--- config.mk ---
export PLATFORM = sky130hd
export DESIGN_NAME = relu_seq_ctrl
export DESIGN_NICKNAME = d
export VERILOG_FILES = /design/src/rtl/relu_seq_ctrl.sv
export SDC_FILE = /design/constraint.sdc
export NUM_CORES = 1
export LEC_CHECK = 0
export CORE_MARGIN = 2
export CORE_UTILIZATION = 25
export DETAILED_ROUTE_END_ITERATION = 7
export PLACE_DENSITY = 0.47
export SETUP_SLACK_MARGIN = 0.3
export SYNTH_ARGS = -nofsm -noshare
export SYNTH_HDL_FRONTEND = slang
export SYNTH_SLANG_ARGS = --single-unit
--- constraint.sdc ---
create_clock -name CLKEXT -period 6.05 [get_ports CLKEXT]
set_input_delay 0.9075 -clock CLKEXT [delete_from_list [all_inputs] [get_ports CLKEXT]]
set_output_delay 0.9075 -clock CLKEXT [all_outputs]
set_load 0.02 [all_outputs]
--- src/rtl/relu_seq_ctrl.sv ---
// rtl/relu_seq_ctrl.sv - streams a source buffer through relu_module into a destination buffer
// Read issue, capture and write-back form a three-stage valid pipeline behind a four-state job FSM.
module relu_seq_ctrl #(
   parameter int ADDR_W = 8
) (
   input  logic              CLKEXT,
   input  logic              RST_GLO,
   input  logic              START,
   input  logic              ABORT,
   input  logic [ADDR_W-1:0] LEN,
   input  logic [1:0]        MODE,
   input  logic [ADDR_W-1:0] SRC_BASE,
   input  logic [ADDR_W-1:0] DST_BASE,
   output logic              SRC_RD_EN,
   output logic [ADDR_W-1:0] SRC_ADDR,
   input  logic [15:0]       SRC_DATA,
   output logic [15:0]       Data_Reg,
   output logic              EN_ReLU,
   output logic              BYPASS_ReLU,
   input  logic [15:0]       ReLU_OUT,
   output logic              DST_WR_EN,
   output logic [ADDR_W-1:0] DST_ADDR,
   output logic [15:0]       DST_DATA,
   output logic              BUSY,
   output logic              DONE,
   output logic [ADDR_W-1:0] NEG_CNT
);

   typedef enum logic [1:0] {
      S_IDLE,
      S_RUN,
      S_DRAIN,
      S_FINISH
   } state_t;

   state_t            state;
   state_t            state_nxt;
   logic [ADDR_W-1:0] len_q;
   logic [ADDR_W-1:0] len_last;
   logic [1:0]        mode_q;
   logic [ADDR_W-1:0] src_base_q;
   logic [ADDR_W-1:0] dst_base_q;
   logic [ADDR_W-1:0] rd_idx;
   logic [ADDR_W-1:0] wr_idx;
   logic              vld_cap;
   logic              vld_relu;
   logic              vld_wr;
   logic [15:0]       data_q;
   logic [ADDR_W-1:0] neg_cnt;
   logic              accept;

   assign len_last = len_q - ADDR_W'(1);

   always_comb begin
      state_nxt = state;
      accept    = 1'b0;
      case (state)
         S_IDLE: begin
            if (START && !ABORT) begin
               if (LEN == '0) begin
                  state_nxt = S_FINISH;
               end else begin
                  state_nxt = S_RUN;
                  accept    = 1'b1;
               end
            end
         end
         S_RUN: begin
            if (rd_idx == len_last) state_nxt = S_DRAIN;
         end
         S_DRAIN: begin
            if (vld_wr && (wr_idx == len_last)) state_nxt = S_FINISH;
         end
         S_FINISH: begin
            state_nxt = S_IDLE;
         end
         default: begin
            state_nxt = S_IDLE;
         end
      endcase
      if (ABORT) state_nxt = S_IDLE;
   end

   always_ff @(posedge CLKEXT) begin
      if (RST_GLO) begin
         state      <= S_IDLE;
         len_q      <= '0;
         mode_q     <= 2'b00;
         src_base_q <= '0;
         dst_base_q <= '0;
         rd_idx     <= '0;
         wr_idx     <= '0;
         vld_cap    <= 1'b0;
         vld_relu   <= 1'b0;
         vld_wr     <= 1'b0;
         data_q     <= 16'h0000;
         neg_cnt    <= '0;
      end else begin
         state <= state_nxt;
         if (accept) begin
            len_q      <= LEN;
            mode_q     <= MODE;
            src_base_q <= SRC_BASE;
            dst_base_q <= DST_BASE;
            rd_idx     <= '0;
            wr_idx     <= '0;
            neg_cnt    <= '0;
         end
         if (state == S_RUN) rd_idx <= rd_idx + ADDR_W'(1);
         // ABORT flushes the pipeline so nothing issued earlier reaches the write port.
         vld_cap  <= (state == S_RUN) && !ABORT;
         vld_relu <= vld_cap && !ABORT;
         vld_wr   <= vld_relu && !ABORT;
         if (vld_cap) begin
            data_q <= SRC_DATA;
            if (SRC_DATA[15]) neg_cnt <= neg_cnt + ADDR_W'(1);
         end
         if (vld_wr) wr_idx <= wr_idx + ADDR_W'(1);
      end
   end

   assign SRC_RD_EN   = (state == S_RUN);
   assign SRC_ADDR    = src_base_q + rd_idx;
   assign Data_Reg    = data_q;
   assign BUSY        = (state != S_IDLE);
   assign EN_ReLU     = BUSY && mode_q[0];
   assign BYPASS_ReLU = BUSY && (mode_q == 2'b10);
   assign DST_WR_EN   = vld_wr;
   assign DST_ADDR    = dst_base_q + wr_idx;
   assign DST_DATA    = ReLU_OUT;
   assign DONE        = (state == S_FINISH) && !ABORT;
   assign NEG_CNT     = neg_cnt;

endmodule

==> summary.md <==
| Metric | Value |
|---|---|
| Resized Gates After CTS | `0` |
| ANT nets after route | `0` |
| Worst min path class | `flip-flop to flip-flop` |
| Slowest CP cell | `clkdlybuf4s50_1` |
| Worst R2R Start | `state[0]$_SDFFE_PP0P_` |
| Synth area leader | `dfxtp_1` |
| Total inserted antenna cells | `0` |
| WL met3 | `roughly 560 um` |
| Die ar. | `around 17000 sq um` |
| Global route overflow | `0` |
| Slew headroom | `0.278` |
| Vias in the first global route | `about 3300` |
| Drt pass-1 iters | `4` |
| Final Max Tran Viols | `0` |
| Pin slew with the least headroom to its limit | `about 1.1 ns` |
| Cell family with most CP delay | `buffers and inverters` |
| Library cells used by synthesis | `between 50 and 60` |
| # rows | `between 40 and 50` |
| Die Y-Extent | `131 um` |
| Synth warn | `0` |
| Wl on met1 | `around 4800 um` |
| Max VDD drop | `0.117 mV` |
| CORE AREA | `15900 sq um` |
| Fin crit period | `around 3.7 ns` |
| Gr usage total | `0.121` |
| Worst R2R Path Depth | `8` |
| Post-CTS Setup Repair Bufs | `0` |
| Ports | `approximately 120` |
| Post-synthesis cell count | `470` |
| RD Place Congestion | `about 0.73` |
| Critical-path cell list | `ha_1 -> inv_1 -> fa_1 -> inv_1 -> a21oi_1 -> o21bai_1 -> a21o_1 -> a21oi_1 -> xnor2_1 -> clkdlybuf4s50_1` |
| CP Capture Point | `DST_ADDR[6]` |
| Crit path launch | `wr_idx[0]$_SDFFE_PP0P_` |
| Crit share post-route | `0.611` |
| Ys flop type | `dfxtp_1` |
| DR vias/cell | `4.64` |
| Final Hold Viols | `0` |
| Final net count | `612` |
| Initial cell density of the core | `0.255` |
| Wire length per cell | `13.8 um` |
| DP Wirelength | `7300 um` |
| Remaining DRCs | `0` |
| Largest net degree at the start of global routing | `69` |
| Crit-path max cell delay | `between 0.6 and 0.7 ns` |
| Fill cells | `between 1500 and 2000` |
| Clock Skew | `about 0.0073 ns` |
| First-pass GRT wire length | `between 15000 and 20000 um` |
| Crit Path Category | `flip-flop to output pin` |
| Max clock buf depth | `2` |
| CTS Root Cell | `clkbuf_16` |
| Clk_lat worst skew | `0.34 ns` |
| P per Cell Area | `approximately 230 nW/um^2` |
| Initial antenna violation count | `0` |
| Top cells by area, synth | `dfxtp_1 35%, mux2i_1 9.4%, ha_1 6.8%, nor2_1 6.5%, xnor2_1 5.2%` |
| Vias | `3464` |
| Share of cells above drive strength 1 | `0.0565` |
| Post-Syn Area per Cell | `between 8 and 9 sq um` |
| Sequential fraction of the synthesis area | `0.351` |
| F_max | `about 270 MHz` |
| Final Setup Violations | `0` |
| Final WL | `roughly 10000 um` |
| Post-Synthesis Net Count | `between 500 and 600` |
| Buffers & Inverters on Critical Path | `3` |
| Req. time, crit path | `~5.1 ns` |
| Area growth syn-to-layout | `30.9%` |
| Clock slew at reported path FFs | `0.06 ns` |
| Total negative slack | `0 ns` |
| CP Capture Type | `output pin` |
| CTS tree | `yes` |
| LEAKAGE | `approximately 2.0 nW` |
| Number of cells on the critical path | `10` |
| Post-synthesis async set-or-reset flop share | `0` |
| Input/output buffers | `91` |
| Number of synthesized flops with an enable pin | `0` |
| Hold Buf Count CTS | `0` |
| Status | `finished clean` |
| WL met2 | `between 4000 and 5000 um` |
| Max Cap Viol | `0` |
| Mapped Area | `~4100 sq um` |
| Worst-path fanout max | `5` |
| H-tree Lvls | `3` |
| Total CTS buffers | `9` |
| Synth top area share | `0.351` |
| Worst setup SP type | `flip-flop` |
| Hold slack | `~0.45 ns` |
| RSZ-0062 raised after global routing | `no` |
| Reg-to-reg slack, setup | `around 3.5 ns` |
| Synthesized flop and latch total | `between 70 and 80` |
| CP arrival | `~2.8 ns` |
| 1st-iter DRT viols | `approximately 140` |
| Clock net sink count | `slightly above 70` |
| Die width | `about 130 um` |
| Crit Reg-Reg Endpoint | `NEG_CNT[2]$_SDFF_PP0_` |
| Highest layer used for signal routing | `met4` |
==> logic make-up (layout without fill, tap and decap cells) <==
kind of cell | after synthesis | count (layout) | share of synthesized area
simple gates | 146 | 146 | 0.169
mux | 42 | 42 | 0.105
buf+inv | 67 | 128 | 0.0799
flops | 71 | 71 | 0.351
xor+xnor | 30 | 30 | 0.0682
compound gates | 90 | 90 | 0.150
fa+ha+maj | 24 | 24 | 0.0778
==> cell usage after synthesis (all sizes together) (5+ instances only) <==
cell	number
dfxtp	71
nor2	70
mux2i	38
a21oi	34
buf	28
xnor2	24
ha	22
nand2	21
clkbuf	20
inv	19
o21ai	15
nand3	10
a311oi	8
and3	7
a41oi	6
nand4	5
xor2	5
==> area by class of cell <==
cell class              count  area, sq um  share of cell area
multi-input cells         332         2320               0.436
flip-flops and latches     71         1420               0.268
repair buffers             93          921               0.173
clock buffers              13          270              0.0509
well taps                 216          270              0.0509
inverters                  19         71.3              0.0134
clock inverters             3         40.0             0.00754
==> worst min path at each step <==
stage,start,to,slack [ns],cells after the start
2_1_floorplan,vld_relu$_SDFF_PP0_,DST_WR_EN$_SDFF_PP0_,0.41,1
3_3_place_gp,vld_relu$_SDFF_PP0_,DST_WR_EN$_SDFF_PP0_,0.43,1
3_5_place_dp,vld_relu$_SDFF_PP0_,DST_WR_EN$_SDFF_PP0_,0.43,1
4_1_cts,vld_relu$_SDFF_PP0_,DST_WR_EN$_SDFF_PP0_,0.45,1
5_1_grt,vld_relu$_SDFF_PP0_,DST_WR_EN$_SDFF_PP0_,0.48,1
6_report,vld_relu$_SDFF_PP0_,DST_WR_EN$_SDFF_PP0_,0.45,1
==> stage by stage <==
step / power, mW / instance area [sq um] / utilization / worst slack (ns) / std cells
after global routing: 1.31 / 5310 / 0.334 / 2.12 / 747
after global placement: 0.702 / 5000 / 0.315 / 2.64 / 731
final: 1.25 / 5310 / 0.334 / 2.35 / 747
after CTS: 1.27 / 5310 / 0.334 / 2.30 / 747
after floorplan: 0.643 / 4060 / - / 3.27 / 470
after detailed placement: 0.704 / 5000 / 0.315 / 2.64 / 731
==> sequential cells by signal, summed over array words and instances (netlist names) <==
| signal | count |
|---|---|
| Data_Reg | 16 |
| NEG_CNT | 8 |
| dst_base_q | 8 |
| len_q | 8 |
| rd_idx | 8 |
| src_base_q | 8 |
| wr_idx | 8 |
| mode_q | 2 |
| state | 2 |
| DST_WR_EN | 1 |
| vld_cap | 1 |
| vld_relu | 1 |
==> worst register-to-register path, cell delays in order, from the launching register on <==
cell and delay (ns):
dfxtp_1 0.33, inv_1 0.11, ha_1 0.28, inv_1 0.14, a2111oi_2 0.34, buf_4 0.54
a21oi_1 0.27, o21ai_0 0.26, a21oi_1 0.08
==> power breakdown <==
| group | internal, mW | switching (mW) |
|---|---|---|
| Clock | 0.352 | 0.201 |
| Combinational | 0.0983 | 0.0962 |
| Sequential | 0.482 | 0.0160 |
| Total | 0.932 | 0.313 |
==> layer usage <==
layer | track usage | vias to the layer above
met1 | 0.150 | 1619
met3 | 0.0336 | 23
met5 | 0 | -
met2 | 0.196 | 82
met4 | 0.0550 | 0
li1 | - | 1740
==> cell usage in the layout, fill, tap and decap left out, types with 5 or more instances in the layout <==
master            n
clkdlybuf4s50_1  90
nand2_1          21
o21ai_0          13
mux2i_1          38
nor2_1           70
a311oi_1          8
inv_1            19
nand3_1          10
xnor2_1          24
a21oi_1          34
ha_1             22
xor2_1            5
a41oi_1           6
clkbuf_16         9
and3_1            7
nand4_1           5
dfxtp_1          71
Power figures use the tool's default switching activity.
